===== src/rtl/sic_alu_lock_arbiter_pkg.sv =====
// Shared types and the issue-id age comparison used by the SIC ALU lock arbiter.
package sic_alu_lock_arbiter_pkg;

  localparam int ALU_ID_WIDTH = 6;

  typedef enum logic [3:0] {
    ALU_ADDU = 4'd0,
    ALU_SUBU = 4'd1,
    ALU_AND  = 4'd2,
    ALU_OR   = 4'd3,
    ALU_XOR  = 4'd4,
    ALU_NOR  = 4'd5,
    ALU_SLT  = 4'd6,
    ALU_SLTU = 4'd7,
    ALU_LUI  = 4'd8,
    ALU_SLL  = 4'd9,
    ALU_SRL  = 4'd10,
    ALU_SRA  = 4'd11
  } alu_op_t;

  typedef struct packed {
    logic                    req;
    logic [ALU_ID_WIDTH-1:0] req_issue_id;
    logic                    release_lock;
  } alu_rpl_t;

  typedef struct packed {
    alu_op_t     op;
    logic [31:0] a;
    logic [31:0] b;
  } alu_req_t;

  typedef struct packed {
    logic [31:0] c;
    logic        zero;
  } alu_ans_t;

  // a is older than b when the modular distance a-b lands in the upper half
  function automatic logic is_older(input logic [ALU_ID_WIDTH-1:0] a,
                                    input logic [ALU_ID_WIDTH-1:0] b);
    logic [ALU_ID_WIDTH-1:0] diff;
    diff = a - b;
    return diff[ALU_ID_WIDTH-1];
  endfunction

endpackage


===== src/rtl/sic_alu_lock_arbiter_alu_core.sv =====
// Combinational integer ALU: op/a/b -> c/zero. Undefined opcodes return 0.
module alu_core
  import sic_alu_lock_arbiter_pkg::*;
(
  input  alu_op_t     op_i,
  input  logic [31:0] a_i,
  input  logic [31:0] b_i,
  output logic [31:0] c_o,
  output logic        zero_o
);

  always_comb begin
    c_o = 32'h0;
    case (op_i)
      ALU_ADDU: c_o = a_i + b_i;
      ALU_SUBU: c_o = a_i - b_i;
      ALU_AND:  c_o = a_i & b_i;
      ALU_OR:   c_o = a_i | b_i;
      ALU_XOR:  c_o = a_i ^ b_i;
      ALU_NOR:  c_o = ~(a_i | b_i);
      ALU_SLT:  c_o = {31'h0, ($signed(a_i) < $signed(b_i))};
      ALU_SLTU: c_o = {31'h0, (a_i < b_i)};
      ALU_LUI:  c_o = {b_i[15:0], 16'h0};
      ALU_SLL:  c_o = b_i << a_i[4:0];
      ALU_SRL:  c_o = b_i >> a_i[4:0];
      ALU_SRA:  c_o = $unsigned($signed(b_i) >>> a_i[4:0]);
      default:  c_o = 32'h0;
    endcase
  end

  assign zero_o = (c_o == 32'h0);

endmodule


===== src/rtl/sic_alu_lock_arbiter.sv =====
// Oldest-issue-id ALU lock arbiter for the SIC array.
// Optional forced-release watchdog: define SIC_ALU_ARB_WATCHDOG_EN.
//
//   state     | meaning
//   ----------+-----------------------------------------------
//   ST_IDLE   | no owner; arbitrate any raised req
//   ST_LOCKED | owner_q holds the ALU until its release_lock
module sic_alu_lock_arbiter
  import sic_alu_lock_arbiter_pkg::*;
#(
  parameter int NUM_SICS = 4,
  parameter int ID_WIDTH = ALU_ID_WIDTH,
  parameter int WD_LIMIT = 64
) (
  input  logic                                               clk,
  input  logic                                               rst_n,
  input  alu_rpl_t                                           rpl     [NUM_SICS],
  input  alu_req_t                                           alu_req [NUM_SICS],
  output logic [NUM_SICS-1:0]                                alu_grant,
  output alu_ans_t                                           alu_ans,
  output logic                                               locked,
  output logic [((NUM_SICS > 1) ? $clog2(NUM_SICS) : 1)-1:0] owner,
  output logic                                               wd_fire
);

  localparam int OW = (NUM_SICS > 1) ? $clog2(NUM_SICS) : 1;

  localparam logic [0:0] ST_IDLE   = 1'b0;
  localparam logic [0:0] ST_LOCKED = 1'b1;

  logic [0:0]          state_q, state_d;
  logic [OW-1:0]       owner_q, owner_d;
  logic                win_valid;
  logic [OW-1:0]       win_idx;
  logic [ID_WIDTH-1:0] win_id;
  logic                release_hit;
  logic                wd_expire;
  logic [OW-1:0]       ans_sel;

  assign locked      = (state_q == ST_LOCKED);
  assign owner       = owner_q;
  assign release_hit = locked && rpl[owner_q].release_lock;

  // Linear oldest-first reduction; strict compare keeps the lower index on ties.
  // While locked the owner is excluded so a release can hand off directly.
  always_comb begin
    win_valid = 1'b0;
    win_idx   = '0;
    win_id    = '0;
    for (int i = 0; i < NUM_SICS; i++) begin
      if (rpl[i].req && !(locked && (OW'(i) == owner_q))) begin
        if (!win_valid || is_older(rpl[i].req_issue_id, win_id)) begin
          win_valid = 1'b1;
          win_idx   = OW'(i);
          win_id    = rpl[i].req_issue_id;
        end
      end
    end
  end

  always_comb begin
    state_d = state_q;
    owner_d = owner_q;
    case (state_q)
      ST_IDLE: begin
        if (win_valid) begin
          state_d = ST_LOCKED;
          owner_d = win_idx;
        end
      end
      ST_LOCKED: begin
        if (release_hit) begin
          if (win_valid) begin
            owner_d = win_idx;
          end else begin
            state_d = ST_IDLE;
          end
        end else if (wd_expire) begin
          state_d = ST_IDLE;
        end
      end
      default: state_d = ST_IDLE;
    endcase
  end

  always_ff @(posedge clk or negedge rst_n) begin
    if (!rst_n) begin
      state_q <= ST_IDLE;
      owner_q <= '0;
    end else begin
      state_q <= state_d;
      owner_q <= owner_d;
    end
  end

  always_comb begin
    alu_grant = '0;
    if (locked) alu_grant[owner_q] = 1'b1;
  end

  assign ans_sel = locked ? owner_q : '0;

  alu_core u_alu_core (
    .op_i   (alu_req[ans_sel].op),
    .a_i    (alu_req[ans_sel].a),
    .b_i    (alu_req[ans_sel].b),
    .c_o    (alu_ans.c),
    .zero_o (alu_ans.zero)
  );

`ifdef SIC_ALU_ARB_WATCHDOG_EN
  localparam int WD_W = $clog2(WD_LIMIT + 1);

  logic [WD_W-1:0] wd_cnt_q, wd_cnt_d;
  logic            wd_fire_q;
  logic            wd_starve;

  assign wd_starve = locked && !rpl[owner_q].req && !release_hit;
  assign wd_expire = wd_starve && (wd_cnt_q == WD_W'(WD_LIMIT - 1));
  assign wd_cnt_d  = (wd_starve && !wd_expire) ? wd_cnt_q + 1'b1 : '0;

  always_ff @(posedge clk or negedge rst_n) begin
    if (!rst_n) begin
      wd_cnt_q  <= '0;
      wd_fire_q <= 1'b0;
    end else begin
      wd_cnt_q  <= wd_cnt_d;
      wd_fire_q <= wd_expire;
    end
  end

`ifndef SYNTHESIS
  always_ff @(posedge clk) begin
    if (rst_n && wd_expire) $error("ALU lock watchdog forced release of SIC %0d", owner_q);
  end
`endif

  assign wd_fire = wd_fire_q;
`else
  logic unused_wd_cfg;
  assign unused_wd_cfg = ^WD_LIMIT;
  assign wd_expire     = 1'b0;
  assign wd_fire       = 1'b0;
`endif

endmodule


===== config.mk =====
export PLATFORM = sky130hd
export DESIGN_NAME = sic_alu_lock_arbiter
export DESIGN_NICKNAME = d
export VERILOG_FILES = /design/src/rtl/sic_alu_lock_arbiter_pkg.sv /design/src/rtl/sic_alu_lock_arbiter_alu_core.sv /design/src/rtl/sic_alu_lock_arbiter.sv
export SDC_FILE = /design/constraint.sdc
export NUM_CORES = 1
export LEC_CHECK = 0
export ABC_AREA = 0
export CORE_MARGIN = 5
export CORE_UTILIZATION = 40
export CTS_CLUSTER_DIAMETER = 60
export CTS_CLUSTER_SIZE = 16
export DETAILED_ROUTE_END_ITERATION = 10
export PLACE_DENSITY = 0.83
export SLEW_MARGIN = 20
export SYNTH_ARGS = -nofsm -noshare
export SYNTH_HDL_FRONTEND = slang
export SYNTH_HIERARCHICAL = 1
export SYNTH_SLANG_ARGS = --single-unit

===== constraint.sdc =====
create_clock -name clk -period 6.7 [get_ports clk]
set_input_delay 1.005 -clock clk [delete_from_list [all_inputs] [get_ports clk]]
set_output_delay 1.005 -clock clk [all_outputs]
set_load 0.03 [all_outputs]

; ---- After elaboration in Yosys (flattened, before gate mapping)
; Cells that the tools add are included.
[totals]
rom_bits = 0
n_memories = 0
reg_bits = 3
latchBits = 0
output_inout_bits = 41
wordCells = 96
ramBits = 0
inputBits = 306
[op_classes]
multipliers = 0
n_eq_ne = 15
n_addsub = 5
shift = 3
n_mux = 35
n_div = 0
reduce_logical = 23
magnitude_cmp = 6
n_bitwise = 7
[ops]
columns = operator, n
row1 = 32-bit one-hot mux with 12 select lines, 1
row2 = 68-bit binary-select mux with 2-bit select, 1
row3 = 68-bit two-way mux, 2
row4 = 32-bit less-than comparator, 2
row5 = 32-bit adder, 1
row6 = 32-bit AND, 1
row7 = 32-bit logical NOT, 1
row8 = 32-bit NOT, 1
row9 = 32-bit bitwise OR, 1
row10 = 32-bit by 5-bit << shifter with 32-bit output, 1
row11 = 32-bit by 5-bit >> shifter with 32-bit output, 1
row12 = 32-bit by 5-bit >>> shifter with 32-bit output, 1
row13 = 32-bit subtractor, 1
row14 = 32-bit XOR, 1
row15 = 6-bit two-way mux, 5
row16 = 6-bit subtractor, 3
row17 = 8-bit binary-select mux with 2-bit select, 1
row18 = 4-bit by 3-bit == test with 1-bit output (second input constant), 4
row19 = 4-bit == test (second input constant), 4
row20 = 1-bit two-way mux, 14
row21 = 2-bit two-way mux, 7
row22 = 1-bit logical AND, 10
row23 = 4-bit by 2-bit == test with 1-bit output (second input constant), 2
row24 = 1-bit logical NOT, 7
row25 = other kinds (16), 21

; ---- Depth between registers and ports, before layout
[depth]
ltp_word = 20
mapped_depth = 29
ltp_nobuf = 26

; ---- Hierarchy
; The synthesis kept the hierarchy.
[modules_own_cells]
columns = module, n_inst, cells_each, area_each_um2, seq_area_each_um2
row1 = alu_core, 1, 1479, 10357.4, 0.0
row2 = sic_alu_lock_arbiter, 1, 449, 2537.4, 75.1

; ---- Least setup slack after synthesis
; OpenSTA, ideal clock, no wires.
[synth_timing]
path_kind = reg2out
startpoint = reg owner_q[0], in the netlist owner[0]
endpoint = out alu_ans[0] (netlist bit)
n_path_buf = 7
path_stages_with_launch = 23
required_time_ns = 5.695
slack_ns = -0.541
t_arrival_ns = 6.236
path_cell_list = dfrtp_1 > buf_2 > nand3b_1 > clkbuf_1 > clkbuf_1 > o22ai_1 > a31oi_1 > inv_1 > buf_4 > buf_2 > buf_1 > ha_1 > clkbuf_1 > nor2_1 > o211a_1 > o211a_1 > o31ai_2 > o21ai_1 > a31o_2 > a221oi_1 > o21ai_0 > or4b_1 > nor4_2
[synth_lines]
columns = element, line_no
row1 = "start, declared", sic_alu_lock_arbiter.sv:32  ; logic [OW-1:0] owner_q, owner_d;
row2 = "start signal, assigned", sic_alu_lock_arbiter.sv:92  ; owner_q <= owner_d;
row3 = "end, declared", sic_alu_lock_arbiter.sv:20  ; output alu_ans_t alu_ans,

==> out/summary.txt <==
outcome: complete, no violations
Tcrit/Tclk final: 99.1%
remaining antenna violation count: 0
Worst Tran Pin Value: 1160 ps
Highest Clock Rate: 151 MHz
largest net degree at the start of global routing: 71
count of hold-fix buffers inserted at cts: 0
Initial Utilization: 40.7%
Worst R2R End: owner[0]
Largest stage delay, worst path: 620 ps
share of layout cells above drive strength 1: 19.8%
DRC errors left: 0
vias in the first global route: 18160
GRT overflow: 0
# setup viols final: 0
Vias: 19135
dpl hpwl: 62.5 mm
hold path startpoint: owner[0]
Final Hold Vio Count: 0
r2r worst-path depth: 26
CTS Sinks: 3
Critical Path Fanout Max: 44
CTS buffer count: 3
reg2reg setup slack: 640 ps
first-pass GRT wire length: 112 mm
delay-heaviest family, CP: compound AO/OA/AOI/OAI gates
CTS tree: done
initial antenna violation count: 3
chip height: 190 um
Post-synth EDFFs: 0
register area share after synthesis: 0.582%
fin crit period: 6640 ps
CP required: 5690 ps
H-Tree Depth: 1
Bufs and invs on worst path: 4
Root Buffer: clkbuf_16
RR Startpoint: owner[1]
worst skew pair latency: 220 ps
GPL Wtd Cong: 1.17
Worst Hold Path EP: owner[0]
floorplan row count: 65
Layout Skew: 0.500 ps
Initial DRC Count: 2866
Routed Wire Length: 77.2 mm
Yosys reg bits: 3
drt wl/cell: 27.6 um
Crit. End Element: output port
Avg Cell Area, Syn: 6.69 sq um
top post-synthesis cells by area: ha_1, nand2_1, mux4_2
Mapped Cells: 1928
Ports: 347
DR pass1 iterations: 8
final net count: 2812
Yosys cell types: 97
CP max stage cell: a21boi_1
clk buf depth: 2
die area: 0.0359 sq mm
CP arrival: 5630 ps
CP Class: in2out
Clock transition at path regs: 30 ps
Placeable Area: 0.0317 sq mm
DIE WIDTH: 190 um
startpoint types: input port
Syn Nets: 2346
TNS Setup: 0 ps
cells along the critical path: clkdlybuf4s50_1 -> o22ai_2 -> a31oi_4 -> buf_12 -> mux2_2 -> mux2i_1 -> buf_4 -> o2111ai_1 -> a211oi_1 -> a21boi_1 -> o211a_1 -> o31a_1 -> a2bb2oi_1 -> or4b_4 -> nor4_4 -> buf_12
Final Util: 59.6%
worst hold slack: 796 ps
antenna diode instance count: 0
Hold Path Stages: 3
Hold Path Class: reg2reg
max-slew violation count: 0
most used cell, CP: buf_12
Synth top area share: 10.7%
area leader, netlist: ha_1
asr flop ratio synth: 100%
Synth Cell Area: 0.0129 sq mm
ys flop type: dfrtp_1
Yosys warnings: 6
maxcap violations: 0
total track usage: 39.8%
via/cell ratio: 6.85
PortBufs: 345
Area Growth Syn to Fin: 46.6%
Rel. slew slack: 22.1%
==> placed cells by master, fill, tap and decap left out, types with 22 or more instances in the layout <==
cell type | synthesis | routed
a211oi_1 | 24 | 23
a21o_1 | 22 | 22
a21oi_1 | 109 | 104
a31oi_1 | 84 | 63
buf_12 | 2 | 29
buf_4 | 19 | 279
clkdlybuf4s50_1 | 0 | 317
ha_1 | 110 | 108
inv_1 | 116 | 115
mux2_2 | 29 | 29
mux2i_1 | 44 | 44
mux4_2 | 38 | 38
nand2_1 | 311 | 309
nand2b_1 | 22 | 22
nand3_1 | 36 | 36
nand4_1 | 30 | 30
nor2_1 | 125 | 124
nor2b_1 | 32 | 32
nor3_1 | 41 | 39
o211ai_1 | 45 | 45
o21ai_0 | 98 | 97
o22ai_1 | 81 | 79
==> through the flow <==
step,setup slack [ps],instance area [sq um],instances
floorplan,58.0,12900,1928
global placement,40.2,18600,2789
detailed placement,-123,18600,2789
CTS,19.5,18700,2795
global route,-47.3,18900,2795
finish,62.9,18900,2795
==> what timing repair did <==
item	4_1_cts	5_1_grt
buffers inserted	2	0
gates cloned	0	0
pin swaps	0	4
endpoints found under the setup margin	1	3
resized for setup	2	40
==> registers in the layout, summed over array words and instances, names as in the netlist <==
register and cells:
owner 2, locked 1
==> worst register-to-register path: cells and delay by family (launching register included) <==
family / cells / cell delay, ps
adders and majority gates: 3 / 860
xor gates and xnor gates: 3 / 730
muxes: 1 / 360
AOI/OAI and AO/OA: 14 / 2450
DFF: 1 / 500
and+or+nand+nor: 5 / 1080
==> routing by layer <==
metal  track usage [%]  wire length [um]  part of all wire [%]  up-vias
met2              62.4             33700                    44     1547
met5                 0                57                 0.074        -
li1                  -                 -                     -     8293
met4              17.9              4450                   5.8        2
met1              50.3             28200                    37     8971
met3              12.3             10800                    14      322
==> kinds of logic (layout without fill, tap and decap cells) <==
kind of cell             after synthesis  after routing  synth area share (%)
multiplexers                         123            123                  14.9
AND/OR/NAND/NOR                      702            702                  25.7
buffers and inverters                281            746                  9.62
flip-flops                             3              3                 0.582
AO/OA/AOI/OAI                        693            693                  37.2
adder cells (fa/ha/maj)              112            112                  11.0
other                                  1              1                0.0291
XOR/XNOR                              13             13                 0.990
==> worst max path at each step <==
stage	start	endpoint	slack, ps	cells past startpoint
3_3_place_gp	rpl[31]	owner[0]	40	26
5_1_grt	alu_req[100]	alu_ans[0]	-50	17
6_report	alu_req[236]	alu_ans[0]	60	16
3_5_place_dp	rpl[31]	owner[1]	-120	26
4_1_cts	alu_req[147]	alu_ans[0]	20	16
2_1_floorplan	locked	owner[0]	60	29
==> cell usage after synthesis (all sizes together) (32+ instances only) <==
library cell and count:
nand2 311, o22ai 81, a21oi 111, inv 116, nor2 125, buf 71
nor3 42, nor2b 32, clkbuf 94, mux4 49, o21ai 102, mux2i 44
ha 110, o211ai 45, nand3 36, a31oi 84
==> cell type report <==
cell class	instances	area [sq um]
Inverter	116	435
Multi-Input combinational cell	1644	12000
Timing Repair Buffer	626	5860
Fill cell	2941	12800
Sequential cell	3	76.3
Tap cell	402	503
Clock buffer	4	78.8
Power is left out: the tool's default activity adds up to more than one toggle a clock period on the data nets, which glitch-free logic cannot reach.
==> variant: new RTL, same flow settings <==
Add a define of `SIC_ALU_ARB_WATCHDOG_EN`.
--- a/src/rtl/sic_alu_lock_arbiter.sv
+++ b/src/rtl/sic_alu_lock_arbiter.sv
@@ -5,6 +5,8 @@
 //   ----------+-----------------------------------------------
 //   ST_IDLE   | no owner; arbitrate any raised req
 //   ST_LOCKED | owner_q holds the ALU until its release_lock
+`define SIC_ALU_ARB_WATCHDOG_EN
+
 module sic_alu_lock_arbiter
   import sic_alu_lock_arbiter_pkg::*;
 #(
Function: not settled (the Yosys comparison gave no result); the edit may change what the design does.
==> variant against the unedited design <==
Synthesized cell count increased by 1.4%; worst setup slack improved by 0.034 ns; synthesized area increased by 2.9%; fmax grew 0.51%; cell area rose by 7.5%; wire length grew 4.9%; register-to-register slack got worse by 0.30 ns; sequential cell count is 8 higher; clock skew is essentially flat; utilization up 2.7 points; critical path depth rose by 2; critical path type unchanged; largest cell class unchanged.
Power is left out: the tool's default activity adds up to more than one toggle a clock period on the data nets, which glitch-free logic cannot reach.
==> variant: results (changes against the unedited design) <==
Outcome
  – Status: completed

Floorplan
  – Std cell rows: 66 (+1.5%)

STA
  – Setup slack after layout: 0.0966 ns (+0.0337 ns)
  – Clock skew after layout: 0.000524 ns (+0.0000241 ns)
  – Worst-margin pin slew: 1.20 ns (+0.0445 ns)

Detailed routing
  – Iter 0 DRT Violations: 2,995 (+4.5%)
  – DR vias: 19,800 (+3.3%)
  – Avg WL per Cell: 27.5 um (-0.43%)

Place
  – Place WS: -0.575 ns (-0.452 ns)
  – Detailed Place HPWL: 64.9 mm (+3.8%)
  – Port bufs: 346 (+0.29%)
  – GP Congestion: 1.12 (-4.8%)

Global routing
  – Largest net degree at the start of global routing: 69 (-2.8%)
  – First-pass GRT wire length: 117 mm (+4.2%)
  – All-Layer GR Usage: 0.411 (+0.0125)
  – Initial antenna violation count: 0 (-3)
  – Vias in the first global route: 18,900 (+4.3%)

Layout
  – Max reg flops: 7 (+5)
  – Biggest register: wd_cnt_q
  – Fillers: 2,924 (-0.58%)
  – Net count, final: 2,921 (+3.9%)
  – Share of cells above drive strength 1: 0.243 (+0.0450)

Logic synthesis
  – Synthesized Nets: 2,374 (+1.2%)
  – Seq/Total Area, Yosys: 0.0207 (+0.0149)
  – Most frequent cells after synthesis: 307 x nand2_1, 134 x nor2_1, 114 x inv_1
  – Synth area leaders: ha_1 10%, nand2_1 8.7%, mux4_2 6.3%
  – Synth unique cells: 94 (-3.1%)

Setup path
  – Worst Path Max Fanout: 4 (-91%)
  – Reg-to-reg slack, setup: 0.34 ns (-0.30 ns)
  – RR Endpoint: owner[0]$_DFFE_PN0P_
  – Data arrival time of the critical path: 5.60 ns (-0.03 ns)
  – Worst path slowest cell: or4_1
  – Crit-path max cell delay: 0.52 ns (-0.10 ns)
  – Worst reg2reg startpoint: locked$_DFF_PN0_
  – Family with the most delay on the worst path: simple AND/OR/NAND/NOR gates
  – CP startpoint: alu_req[101]

Worst hold path
  – Tightest Hold Check Type: reg -> reg
  – End of the worst hold path: wd_fire$_DFF_PN0_
  – Worst hold stages: 1 (-2)
  – Hold path start: wd_cnt_q[6]$_DFF_PN0_

Clock network
  – Reg clk slew, reported paths: about 0.040 ns
  – Clock latency on the worst-skew pair: 0.24 ns (+0.02 ns)
==> variant: cell types whose count changed after synthesis, moves of 3 or more <==
cell / before / now
dfrtp_1: 3 / 11
nor2_1: 125 / 134
buf_6: 6 / 9
or2_2: 11 / 15
o21ai_0: 98 / 101
buf_1: 15 / 12
nand2_1: 311 / 307
a21oi_1: 109 / 105
a211oi_1: 24 / 27
buf_2: 29 / 26
nand3_1: 36 / 40
==> variant: per-stage QoR <==
step                      hold slack (ns)  cells  area, um^2
final                               0.479   2945       20300
after global placement              0.450   2920       19600
after floorplan                     0.433   1955       13300
after global routing                0.483   2943       20300
after detailed placement            0.453   2920       19600
after CTS                           0.474   2932       19800
==> variant: per-layer routing <==
layer / global-route usage / share of wire / wire, um
met5: 0 / 0 / 0
met4: 0.183 / 0.059 / 4810
met3: 0.112 / 0.13 / 10900
met2: 0.630 / 0.43 / 34700
met1: 0.538 / 0.38 / 30600
==> variant: kinds of logic (layout without fill, tap and decap cells) <==
family	count (synthesis)	in the layout	synth area share
xor gates and xnor gates	16	16	0.0106
buffers and inverters	278	824	0.0940
muxes	123	123	0.146
AOI/OAI and AO/OA	698	698	0.364
adders and majority gates	113	113	0.108
DFF	11	11	0.0207
other	0	2	0
and+or+nand+nor	716	716	0.256
==> variant: timing repair <==
item | 4_1_cts | 5_1_grt
pin swaps | 6 | 20
setup endpoints to repair | 3 | 4
gates resized for setup | 22 | 80
gates cloned | 0 | 1
setup buffers | 8 | 10
==> variant: area by class of cell <==
type	count	area, um^2	share of cell area
diodes	2	5.00	0.000246
multi-input cells	1666	12400	0.612
flip-flops and latches	11	279	0.0137
clock buffers	4	78.8	0.00388
well taps	442	553	0.0272
repair buffers	706	6550	0.322
inverters	114	428	0.0211
